`src/rtl/fifo_rd_drain.sv`:
```
// Read-side consumer for the 8-bit async FIFO: pops into a 2-entry skid buffer, streams out valid/ready.
// Optional delivered-word counter enabled by FIFO_RD_DRAIN_COUNT_EN.
module fifo_rd_drain #(
    parameter int unsigned Data_Width = 8,
    parameter int unsigned Cnt_Width  = 16
) (
    input  logic                  rd_clk,
    input  logic                  rd_rst,
    input  logic                  drain_en,
    input  logic                  empty,
    input  logic [Data_Width-1:0] data_out,
    output logic                  rd_en,
    output logic                  m_valid,
    output logic [Data_Width-1:0] m_data,
    input  logic                  m_ready,
    output logic [Cnt_Width-1:0]  rd_count,
    output logic                  busy
);

    typedef enum logic [1:0] {StIdle, StRun, StStop} state_t;

    state_t                state;
    logic [1:0]            occ;
    logic                  inflight;
    logic [Data_Width-1:0] buf0;
    logic [Data_Width-1:0] buf1;
    logic                  pop;
    logic [1:0]            occ_next;
    logic                  wr_slot0;

    assign pop      = m_valid && m_ready;
    assign occ_next = occ + {1'b0, inflight} - {1'b0, pop};
    // Counting the in-flight word guarantees its landing slot is free.
    assign rd_en    = (state == StRun) && !empty && (occ_next < 2'd2);
    assign m_valid  = (occ != 2'd0);
    assign m_data   = buf0;
    assign busy     = (state != StIdle) || (occ != 2'd0);
    assign wr_slot0 = (occ == 2'd0) || ((occ == 2'd1) && pop);

    always_ff @(posedge rd_clk or posedge rd_rst) begin
        if (rd_rst) begin
            state <= StIdle;
        end else begin
            unique case (state)
                StIdle:  if (drain_en) state <= StRun;
                StRun:   if (!drain_en) state <= StStop;
                StStop: begin
                    if (drain_en) begin
                        state <= StRun;
                    end else if (!inflight) begin
                        state <= StIdle;
                    end
                end
                default: state <= StIdle;
            endcase
        end
    end

    always_ff @(posedge rd_clk or posedge rd_rst) begin
        if (rd_rst) begin
            occ      <= 2'd0;
            inflight <= 1'b0;
            buf0     <= '0;
            buf1     <= '0;
        end else begin
            occ      <= occ_next;
            inflight <= rd_en;
            if (pop) begin
                buf0 <= buf1;
            end
            // Returning word overrides the shift when it lands at the head.
            if (inflight) begin
                if (wr_slot0) begin
                    buf0 <= data_out;
                end else begin
                    buf1 <= data_out;
                end
            end
        end
    end

`ifdef FIFO_RD_DRAIN_COUNT_EN
    logic [Cnt_Width-1:0] count;

    always_ff @(posedge rd_clk or posedge rd_rst) begin
        if (rd_rst) begin
            count <= '0;
        end else if (pop) begin
            count <= count + 1'b1;
        end
    end

    assign rd_count = count;
`else
    assign rd_count = '0;
`endif

endmodule

```
`config.mk`:
```
export PLATFORM = sky130hd
export DESIGN_NAME = fifo_rd_drain
export DESIGN_NICKNAME = d
export VERILOG_FILES = /design/src/rtl/fifo_rd_drain.sv
export SDC_FILE = /design/constraint.sdc
export NUM_CORES = 1
export LEC_CHECK = 0
export ABC_AREA = 1
export BUFFER_PORTS_ARGS = -buffer_cell sky130_fd_sc_hd__buf_4
export CORE_ASPECT_RATIO = 1.2
export CORE_MARGIN = 4
export CORE_UTILIZATION = 49
export CTS_BUF_LIST = sky130_fd_sc_hd__clkbuf_8 sky130_fd_sc_hd__clkbuf_16
export DETAILED_ROUTE_END_ITERATION = 12
export PLACE_DENSITY = 0.77
export SLEW_MARGIN = 20
export SYNTH_ARGS = -nofsm -noshare
export SYNTH_HDL_FRONTEND = slang
export SYNTH_SLANG_ARGS = --single-unit
```
`constraint.sdc`:
```
create_clock -name rd_clk -period 1.75 [get_ports rd_clk]
set_clock_uncertainty 0.1 [all_clocks]
set_input_delay 0.2625 -clock rd_clk [delete_from_list [all_inputs] [get_ports rd_clk]]
set_output_delay 0.2625 -clock rd_clk [all_outputs]
set_load 0.05 [all_outputs]
```
==> impl_metrics.py <==
metrics = {
    "synthesis": {
        "yosysWarnings": 0,
        "yosys.area.top_type_share_pct": 45.3,
        "synth_seq_area_share_pct": 45.3,
        "yosys_register_bits": 21,
        "syn-instance-count": 153,
        "avgSynthCellArea_sq_um": 7.59,
        "synthTopCellsByArea": "dfrtp_1 45%, nand2_1 18%, buf_4 10%",
        "synth.largest_area_cell": "dfrtp_1",
        "synth_area_sq_mm": 0.00116,
        "synth_cell_types": 20,
    },
    "floorplan": {
        "die_area_sq_mm": 0.00322,
        "coreArea_sq_mm": 0.00228,
        "die_h_um": 61.3,
        "rows": 19,
        "start_util_pct": 50.9,
        "boundaryPins": 40,
        "die_w_um": 52.4,
    },
    "routing": {
        "routed_wl_mm": 2.41,
        "drc": 0,
        "detail_route.wl_per_cell_um": 10.9,
        "vias": 991,
        "dr.first_iter.drc_count": 15,
        "via_per_inst": 4.46,
        "first_pass_iters": 4,
        "ant_nets": 0,
    },
    "hold_path": {
        "hold_path_class": "in2reg",
    },
    "setup_path": {
        "cpMostUsedCell": "nand2_2",
        "r2r_cells": 12,
        "critPathSlowestCell": "dfrtp_1",
        "cp-start-kind": "flop",
        "timing.rr.start": "occ[1]$_DFF_PP0_",
        "slowest_delay_ns": 0.39,
        "cp_cell_sequence": "inv_2 > nand2_8 > nand3_4 > nand2_2 > ha_4 > inv_2 > nand2_1 > nand2_1 > inv_1 > nand2_2 > nand2_2 > nor2_4 > buf_8",
        "path_delay_family": "simple AND/OR/NAND/NOR gates",
        "startpoint": "occ[1]$_DFF_PP0_",
        "path_depth": 13,
        "r2r-end": "occ[1]$_DFF_PP0_",
        "criticalPathCategory": "reg2out",
        "cp-endpoint": "rd_en",
        "rrSetupSlack_ns": 0.22,
        "cp.required_ns": 1.39,
        "arrival_ns": 1.74,
        "worst-path-max-fanout": 3,
        "crit_buf_inv": 4,
        "end_kind": "output pin",
    },
    "pwr": {
        "irDropWorstVdd_v": 0.00112,
        "powerDensity_mw_per_mm2": 1840,
        "leakagePower_uw": 0.000866,
    },
    "run": {
        "drv_cap": 0,
    },
    "placement": {
        "place_congestion": 0.831,
        "dpl_cell_area_sq_mm": 0.00142,
        "dp_hpwl_mm": 1.76,
        "pre_cts_ws_ns": -0.131,
        "portBuffers": 23,
    },
    "cells_and_area": {
        "design_area_sq_mm": 0.00154,
        "areaGrowthSynthToFinish_pct": 32.3,
        "drive_above_1_share_pct": 30.9,
        "antennaDiodeCount": 0,
        "num-nets-final": 206,
    },
    "sta": {
        "fmax_mhz": 476,
        "setup_violations": 1,
        "fin_ws_ns": -0.352,
        "final_hold_viol_count": 0,
        "slew_violations": 0,
        "fin_crit_ns": 2.10,
        "period_share_pct": 120,
        "rsz0062_at_grt": "true",
    },
    "clocking": {
        "clkTransAtPathRegs_ns": 0.08,
        "clock_latency_ns": 0.26,
        "htreeDepth": 1,
        "cts_inserted_buffers": 3,
        "clockRootBuffer": "clkbuf_8",
        "clock-sinks": 21,
        "clockBufferDepth": 2,
        "cts_tree": "done",
    },
    "outcome": {
        "status": "complete, but fails checks",
        "violations": "negative setup slack",
    },
    "global_routing": {
        "grt_max_degree": 22,
        "grt_usage_pct": 15.7,
        "grt-ovfl-total": 0,
        "antenna_found_initial": 0,
        "grt_pass1_wl_mm": 3.72,
        "grt_pass1_vias": 889,
    },
}
[worst min-delay path by stage]
stage                        start                    to  slack [ns]  cells after the start
after floorplan             rd_rst   buf1[0]$_DFFE_PP0P_        0.14                      1
after global placement      rd_rst   buf1[2]$_DFFE_PP0P_        0.21                      3
after detailed placement    rd_rst  state[1]$_DFFE_PP0P_        0.22                      3
after CTS                 drain_en  state[1]$_DFFE_PP0P_        0.06                      2
after global routing      drain_en  state[1]$_DFFE_PP0P_        0.07                      2
final                     drain_en  state[1]$_DFFE_PP0P_        0.06                      2
[logic make-up (layout without fill, tap and decap cells)]
| logic type | count (synthesis) | after routing | share of synthesized area (%) |
|---|---|---|---|
| AOI/OAI and AO/OA | 5 | 5 | 3.23 |
| adders and majority gates | 1 | 1 | 1.08 |
| buffers and inverters | 42 | 65 | 19.3 |
| DFF | 21 | 21 | 45.3 |
| other | 1 | 16 | 0.323 |
| and+or+nand+nor | 83 | 83 | 30.8 |
[metrics by stage]
stage	std cells	TNS [ns]	power, uW	hold WS [ns]	utilization, %
after CTS	220	-0.355	2770	0.0593	65.2
final	222	-0.352	2830	0.0601	67.3
after global routing	222	-0.466	3030	0.0716	67.3
after floorplan	168	-0.263	1980	0.139	-
after global placement	215	-0.0781	2380	0.214	62.4
after detailed placement	215	-0.131	2430	0.217	62.4
[placed cells by master, fill, tap and decap left out, drive strengths merged]
cell type / instances
clkbuf: 3
o21ai: 1
a21boi: 1
ha: 1
a21oi: 2
dfrtp: 21
conb: 16
clkinv: 2
nand2: 60
nand3: 18
nand3b: 1
buf: 35
nor2: 4
dlygate4sd3: 1
inv: 24
a211oi: 1
[power breakdown]
group	switching, uW	internal [uW]
Combinational	1110	593
Sequential	114	700
Clock	160	159
Total	1380	1450
[Yosys cell counts, drive strengths merged]
master	n
nand3	18
a21oi	2
buf	17
nor2	4
nand3b	1
ha	1
conb	1
inv	24
nand2	60
dfrtp	21
a21boi	1
clkinv	1
o21ai	1
a211oi	1
[per-layer routing]
metal	part of all wire [%]	GRT usage [%]	wire length [um]	up-vias
met5	0	0	0	-
met4	1.1	6.20	27	0
met3	5.5	3.39	132	4
met2	54	29.1	1300	30
met1	40	17.2	952	449
li1	-	-	-	508
[area by class of cell]
cell class,instances,area [sq um]
well taps,31,38.8
clock inverters,1,5.00
clock buffers,3,41.3
flip-flops and latches,21,527
repair buffers,36,280
inverters,25,98.8
fillers,196,746
multi-input cells,105,546
[worst reg2reg max path: cells and delay by family (launching register included)]
| kind | cells | cell delay (ns) |
|---|---|---|
| AND/OR/NAND/NOR | 7 | 0.46 |
| flip-flops | 1 | 0.39 |
| buffers and inverters | 4 | 0.33 |
| adder cells (fa/ha/maj) | 1 | 0.16 |
[registers in the layout (all words and copies together) (netlist names)]
register  flops
buf1          8
m_data        8
occ           2
state         2
inflight      1
[timing repair]
| action | 4_1_cts | 5_1_grt |
|---|---|---|
| hold buffers | 1 | 0 |
| hold endpoints to repair | 21 | 0 |
| pin swaps | 8 | 8 |
| resized for setup | 4 | 7 |
| buffers inserted | 0 | 2 |
| setup endpoints to repair | 1 | 1 |
Note: power is estimated with default switching activity, not from simulation.
